[config.mk]
export PLATFORM = sky130hd
export DESIGN_NAME = instruction_loader
export DESIGN_NICKNAME = d
export VERILOG_FILES = /design/src/rtl/instruction_loader.sv
export SDC_FILE = /design/constraint.sdc
export NUM_CORES = 1
export LEC_CHECK = 0
export ABC_AREA = 1
export ABC_CLOCK_PERIOD_IN_PS = 1800
export BUFFER_PORTS_ARGS = -buffer_cell sky130_fd_sc_hd__buf_2
export CAP_MARGIN = 20
export CORE_MARGIN = 2
export CORE_UTILIZATION = 54
export DETAILED_ROUTE_END_ITERATION = 8
export GPL_ROUTABILITY_DRIVEN = 0
export GPL_TIMING_DRIVEN = 0
export PLACE_DENSITY = 0.89
export SETUP_SLACK_MARGIN = 0.4
export SLEW_MARGIN = 15
export SYNTH_ARGS = -nofsm -noshare
export SYNTH_HDL_FRONTEND = slang
export SYNTH_SLANG_ARGS = --single-unit
[constraint.sdc]
create_clock -name i_clk -period 1.8 [get_ports i_clk]
set_clock_uncertainty 0.05 [all_clocks]
set_input_delay 0 -clock i_clk [delete_from_list [all_inputs] [get_ports i_clk]]
set_output_delay 0 -clock i_clk [all_outputs]
set_load 0.005 [all_outputs]
[src/rtl/instruction_loader.sv]
// instruction_loader
// Receives a program as a byte stream over a valid/ready handshake and
// assembles the bytes into instruction words, most significant byte first.
// Each finished word is written to instruction memory at consecutive
// addresses starting from 0. Loading ends when the HALT opcode has been
// written. If memory fills before a HALT arrives, the error flag is raised.

module instruction_loader #(
    parameter int DATA_WIDTH = 32,
    parameter int DATA_DEPTH = 128,
    parameter int ADDR_WIDTH = 7
) (
    input  logic                  i_clk,
    input  logic                  i_reset,
    input  logic                  i_start,
    input  logic [7:0]            i_byte,
    input  logic                  i_byte_valid,
    output logic                  o_byte_ready,
    output logic                  o_wr_en,
    output logic [ADDR_WIDTH-1:0] o_wr_addr,
    output logic [DATA_WIDTH-1:0] o_wr_data,
    output logic [ADDR_WIDTH:0]   o_word_count,
    output logic                  o_busy,
    output logic                  o_done,
    output logic                  o_overflow
);

    localparam int BYTES = DATA_WIDTH / 8;
    localparam int CNT_W = (BYTES > 1) ? $clog2(BYTES) : 1;

    localparam logic [2:0] S_IDLE    = 3'd0;
    localparam logic [2:0] S_RECEIVE = 3'd1;
    localparam logic [2:0] S_WRITE   = 3'd2;
    localparam logic [2:0] S_DONE    = 3'd3;
    localparam logic [2:0] S_ERROR   = 3'd4;

    logic [2:0]            state;
    logic [DATA_WIDTH-1:0] word;
    logic [DATA_WIDTH-1:0] wr_data;
    logic [CNT_W-1:0]      byte_cnt;
    logic [ADDR_WIDTH-1:0] addr;
    logic [ADDR_WIDTH:0]   word_count;

    logic                  xfer;
    logic                  last_byte;
    logic                  is_halt;
    logic                  addr_full;
    logic [DATA_WIDTH-1:0] next_word;

    // Decode the handshake and the word-completion conditions.
    // A finished word is copied into wr_data, so the value on o_wr_data
    // stays fixed while the next word is being shifted in.
    always_comb begin
        xfer      = i_byte_valid && (state == S_RECEIVE);
        last_byte = (byte_cnt == CNT_W'(BYTES - 1));
        next_word = (word << 8) | DATA_WIDTH'(i_byte);
        is_halt   = (wr_data[DATA_WIDTH-1 -: 6] == 6'b111111);
        addr_full = (addr == ADDR_WIDTH'(DATA_DEPTH - 1));
    end

    // The load state machine and its datapath registers.
    // i_start is honoured only while no session is running.
    // A new session clears the address, both counters and the flags.
    always_ff @(posedge i_clk) begin
        if (i_reset) begin
            state      <= S_IDLE;
            word       <= '0;
            wr_data    <= '0;
            byte_cnt   <= '0;
            addr       <= '0;
            word_count <= '0;
        end else begin
            case (state)
                S_IDLE, S_DONE, S_ERROR: begin
                    if (i_start) begin
                        state      <= S_RECEIVE;
                        byte_cnt   <= '0;
                        addr       <= '0;
                        word_count <= '0;
                    end
                end
                S_RECEIVE: begin
                    if (xfer) begin
                        word <= next_word;
                        if (last_byte) begin
                            wr_data  <= next_word;
                            byte_cnt <= '0;
                            state    <= S_WRITE;
                        end else begin
                            byte_cnt <= byte_cnt + CNT_W'(1);
                        end
                    end
                end
                S_WRITE: begin
                    word_count <= word_count + (ADDR_WIDTH + 1)'(1);
                    if (is_halt) begin
                        state <= S_DONE;
                    end else if (addr_full) begin
                        state <= S_ERROR;
                    end else begin
                        addr  <= addr + ADDR_WIDTH'(1);
                        state <= S_RECEIVE;
                    end
                end
                default: begin
                    state <= S_IDLE;
                end
            endcase
        end
    end

    // Every output is taken directly from a register or decoded from the state.
    always_comb begin
        o_byte_ready = (state == S_RECEIVE);
        o_wr_en      = (state == S_WRITE);
        o_wr_addr    = addr;
        o_wr_data    = wr_data;
        o_word_count = word_count;
        o_busy       = (state == S_RECEIVE) || (state == S_WRITE);
        o_done       = (state == S_DONE);
        o_overflow   = (state == S_ERROR);
    end

endmodule
# Yosys cells after proc, flatten, opt, wreduce, memory -nomap -nowiden
# Cells that the tools add are included.
[totals] memories=0 wordCells=50 out_inout_bits=52 romBits=0 register_bits=76 mem_bits_rw=0 input_bits=12 latch_bits=0
[op_classes] n_addsub=3 n_mul=0 reduce_logical=12 order_cmp=0 n_shift=0 mux=16 n_bitwise=1 div=0 n_eq_ne=12
[op_table] op="32-bit by 8-bit bitwise OR with 32-bit output" count=1
[op_table] op="7-bit two-way mux" count=3
[op_table] op="8-bit one-hot mux with 2 select lines" count=1
[op_table] op="3-bit two-way mux" count=5
[op_table] op="7-bit one-hot mux with 2 select lines" count=1
[op_table] op="3-bit one-hot mux with 3 select lines" count=1
[op_table] op="3-bit AND reduction" count=3
[op_table] op="8-bit by 1-bit adder with 8-bit output (second input constant)" count=1
[op_table] op="8-bit two-way mux" count=1
[op_table] op="7-bit by 1-bit adder with 7-bit output (second input constant)" count=1
[op_table] op="7-bit equality test (second input constant)" count=1
[op_table] op="3-bit by 2-bit equality test with 1-bit output (second input constant)" count=2
[op_table] op="6-bit equality test (second input constant)" count=1
[op_table] op="2-bit two-way mux" count=3
[op_table] op="2-bit != test (second input constant)" count=3
[op_table] op="2-bit by 1-bit != test with 1-bit output (second input constant)" count=2
[op_table] op="2-bit one-hot mux with 2 select lines" count=1
[op_table] op="2-bit AND reduction" count=2
[op_table] op="4-bit AND reduction" count=1
[op_table] op="2-bit nonzero test" count=2
[op_table] op="3-bit by 1-bit equality test with 1-bit output (second input constant)" count=1
[op_table] op="3-bit equality test (second input constant)" count=1
[op_table] op="3-bit zero test" count=1
[op_table] op="3-bit OR reduction" count=1
[op_table] op="other kinds (4)" count=4

# Longest topological paths before layout
[logic_depth] ltp_word=4 mapped_depth=9 mapped_depth_nobuf=9

# Least setup slack after synthesis
# No wires, ideal clock.
[synth_path] path_type="register to register" start="reg addr[0] (netlist: o_wr_addr[0])" end="reg addr[5] (netlist: o_wr_addr[5])" setup_ps=64 setup_slack_ps=477 n_path_buf=0 required_ps=1686 synth_period_minus_slack_ps=1323 arrival_ps=1209 path_stages_with_launch=10 path_cell_list="dfxtp_1 > ha_1 > nand2_1 > nor2_1 > nand2_1 > nand3_2 > nand2_2 > nand2_1 > nand2_1 > nor2_1"
[synth_between] elab_chain_cells=4 word_cells_on_any_way=7 classes_between="add/sub: 1; eq/ne: 2; mux: 3; reduce/logical: 1"
[synth_rtl] element="from (decl)" line="41" text="logic [ADDR_WIDTH-1:0] addr;"
[synth_rtl] element="from (signal assigned)" line="101" text="addr <= addr + ADDR_WIDTH'(1);"
[synth_rtl] element="7-bit by 1-bit adder with 7-bit output" line="101"
[synth_rtl] element="7-bit two-way mux" line="98" text="end else if (addr_full) begin"
[synth_rtl] element="7-bit two-way mux" line="96" text="if (is_halt) begin"
[synth_rtl] element="7-bit one-hot mux with 2 select lines" line="73" text="case (state)"
# Parallel ways exist; a longest one is shown, timed or not. The select of a mux whose other input is x is not followed.
# A chain may end at the register's enable or synchronous reset.

# Worst setup path in the final report
[layout_path] start="reg state[1]" end="reg addr[2] (netlist: o_wr_addr[2])"
[layout_between] elab_chain_cells=4 word_cells_on_any_way=11 classes_between="eq/ne: 6; mux: 1; reduce/logical: 4"
[layout_rtl] element="from (decl)" line="37" text="logic [2:0] state;"
[layout_rtl] element="from (signal assigned)" line="66" text="state <= S_IDLE;"
[layout_rtl] element="from (signal assigned)" line="76" text="state <= S_RECEIVE;"
[layout_rtl] element="from (signal assigned)" line="88" text="state <= S_WRITE;"
[layout_rtl] element="3-bit by 2-bit equality test with 1-bit output (tied with other cells)" line="73"
[layout_rtl] element="3-bit OR reduction" line="73"
[layout_rtl] element="2-bit != test (no source line) / 2-bit nonzero test (equally long branches)"
[layout_rtl] element="4-bit AND reduction (no source line)"
# Parallel ways exist; a longest one is shown, timed or not.

==> reports/qor.csv <==
metric,value,unit
status,completed,
Final HPWL DP,5500,um
area grow syn2layout,52.2,%
number of global-route vias before repair,3145,
Nets,547,
number of max-cap violations,0,
Skew-Pair Late Insertion Delay,0.38,ns
Hold/Removal Path Class,in2reg,
Max Fclk,614,MHz
TritonCTS clock tree,built,
row cnt,27,
startpoint types,flop,
Post-Syn Nets,438,
antenna cell count,0,
Post-Syn Instances,423,
Placeable Area,0.00557,sq mm
I/O Buffers,63,
Clock transition at path regs,0.09,ns
Die Width,80.4,um
post-route minimum period,1.63,ns
WS Path Type,reg2reg,
register area share after synthesis,0.483,
Synth top area share,0.483,
static leakage,0.00189,uW
cell taking the most area after synthesis,dfxtp_1,
CTS root buf,clkbuf_8,
DP Worst Slack,0.153,ns
Cell variety after synth,28,
CTS Buffer Depth,2,
TritonCTS Buffers,9,
"commonest non-fill, non-tap cells in the layout","67 x nand2_1, 67 x dfxtp_1, 65 x buf_2",
Initial Util,0.565,
vias,3979,
initial antenna violation count,0,
share of cells above drive strength 1,0.439,
drt total wl,13500,um
CP Max Fanout,7,
P per Cell Area,1260,mW/mm^2
DRT iter0 DRCs,622,
first-pass GRT wire length,15100,um
Syn Std Cell Area,0.00315,sq mm
# DRC,0,
Max-slew headroom,0.510,
#FFs+latches synth,76,
"antenna viol nets, final",0,
Peak supply drop,1190,uV
crit end category,flop,
GRT overflow,0,
Synth Warn #,0,
top post-synthesis cells by area,"dfxtp_1 48%, nand2_1 10%, a21oi_1 8.6%, nand3_1 7.0%, nor2_1 6.4%",
largest net degree at the start of global routing,14,
# H-tree levels,3,
Hold Fails Final Rpt,0,
endpoints failing setup,0,
Setup TNS Final,0,ns
Critical Path AT,1.85,ns
Total GRT Usage,0.309,
Sink Count,76,
DRT Pass-1 Iters,5,
Slew @ Worst Pin,0.735,ns
number of max-slew violations in the final report,0,
"Period Utilization, post-route",0.905,
vias per cell,6.53,
CP Data Required Time,2.02,ns
Die ar.,0.00646,sq mm
I/O Pins,64,
Syn Area/Cell,7.45,sq um
Die Ht,80.4,um
"Worst Setup Slack, final",0.172,ns
WL/cell,22.2,um
RSZ-0062 raised after global routing,yes,
==> worst max-delay path, cell delays in order (launching register included) <==
cell     delay, ns
dfxtp_4       0.41
buf_4         0.14
nor2_2        0.04
inv_2         0.09
o21ai_4       0.09
nand2_4       0.14
buf_6         0.15
nand3_1       0.12
a21oi_1       0.28
==> timing repair <==
item,CTS,global route
gates cloned,5,3
buffers inserted,6,13
endpoints found under the setup margin,67,79
hold endpoints to repair,16,0
hold buffers,8,0
gates resized for setup,75,114
pin swaps,28,38
==> worst paths after layout <==
kind,startpoint,to,slack [ns],depth (start not counted)
worst max-delay path,state[1],o_wr_addr[2],0.17,8
worst min-delay path,i_start,o_wr_addr[4],0.08,4
worst max register to register,state[1],o_wr_addr[2],0.17,8
worst min register to register,o_wr_data[3],o_wr_data[3],0.42,2
==> area by class of cell <==
type | instances | area [sq um]
plain buffers | 26 | 231
clock buffers | 9 | 124
clock inverters | 7 | 115
fillers | 255 | 782
inverters | 29 | 119
multi-input cells | 292 | 1870
flip-flops and latches | 76 | 1550
well taps | 72 | 90.1
repair buffers | 98 | 697
==> layer usage <==
layer	wire length, um	GRT usage	share of wire
met2	6130	0.508	0.45
met4	1030	0.180	0.076
met1	4770	0.380	0.35
met5	0	0	0
met3	1580	0.0539	0.12
==> flip-flops by register name, summed over array words and instances (netlist names) <==
| signal | cells |
|---|---|
| o_wr_addr | 7 |
| o_wr_data | 32 |
| word | 24 |
| o_word_count | 8 |
| byte_cnt | 2 |
| state | 3 |
==> power by group <==
part	switching (uW)	internal (uW)	leakage, uW
clock network	702	915	0.000115
logic	1360	890	0.00116
registers	260	1900	0.000621
total	2330	3700	0.00189
==> through the flow <==
stage	instance area [sq um]	std cells	total power (uW)	hold slack, ns	utilization
CTS	4190	593	5070	0.0182	0.752
finish	4790	609	6030	0.0849	0.860
global placement	3550	558	3170	0.219	0.638
global route	4790	609	6160	0.0603	0.860
floorplan	3150	423	2900	0.114	-
detailed placement	3550	558	3230	0.228	0.638
==> cell usage after synthesis <==
library cell  number
a211oi_1           8
a21boi_0           1
a21oi_1           54
a22oi_1            1
buf_2              9
buf_4              2
buf_6              3
clkbuf_1          12
dfxtp_1           76
ha_1               3
inv_1             24
inv_2              5
nand2_1           85
nand2_2            2
nand3_1           44
nand3_2            2
nand3b_1           2
nand4_1            4
nor2_1            54
nor2_4             1
nor3_1             2
nor3_2             1
nor3b_1            1
o21ai_0           19
o21ai_1            5
o21ai_2            1
o21bai_1           1
o31ai_1            1
==> cell families (layout without fill, tap and decap cells) <==
logic type,after synthesis,count (layout),synth area share
AO/OA/AOI/OAI,91,91,0.155
adder cells (fa/ha/maj),3,3,0.0119
buffers and inverters,55,169,0.0787
flip-flops,76,76,0.483
AND/OR/NAND/NOR,198,198,0.271
Power figures use the tool's default switching activity.
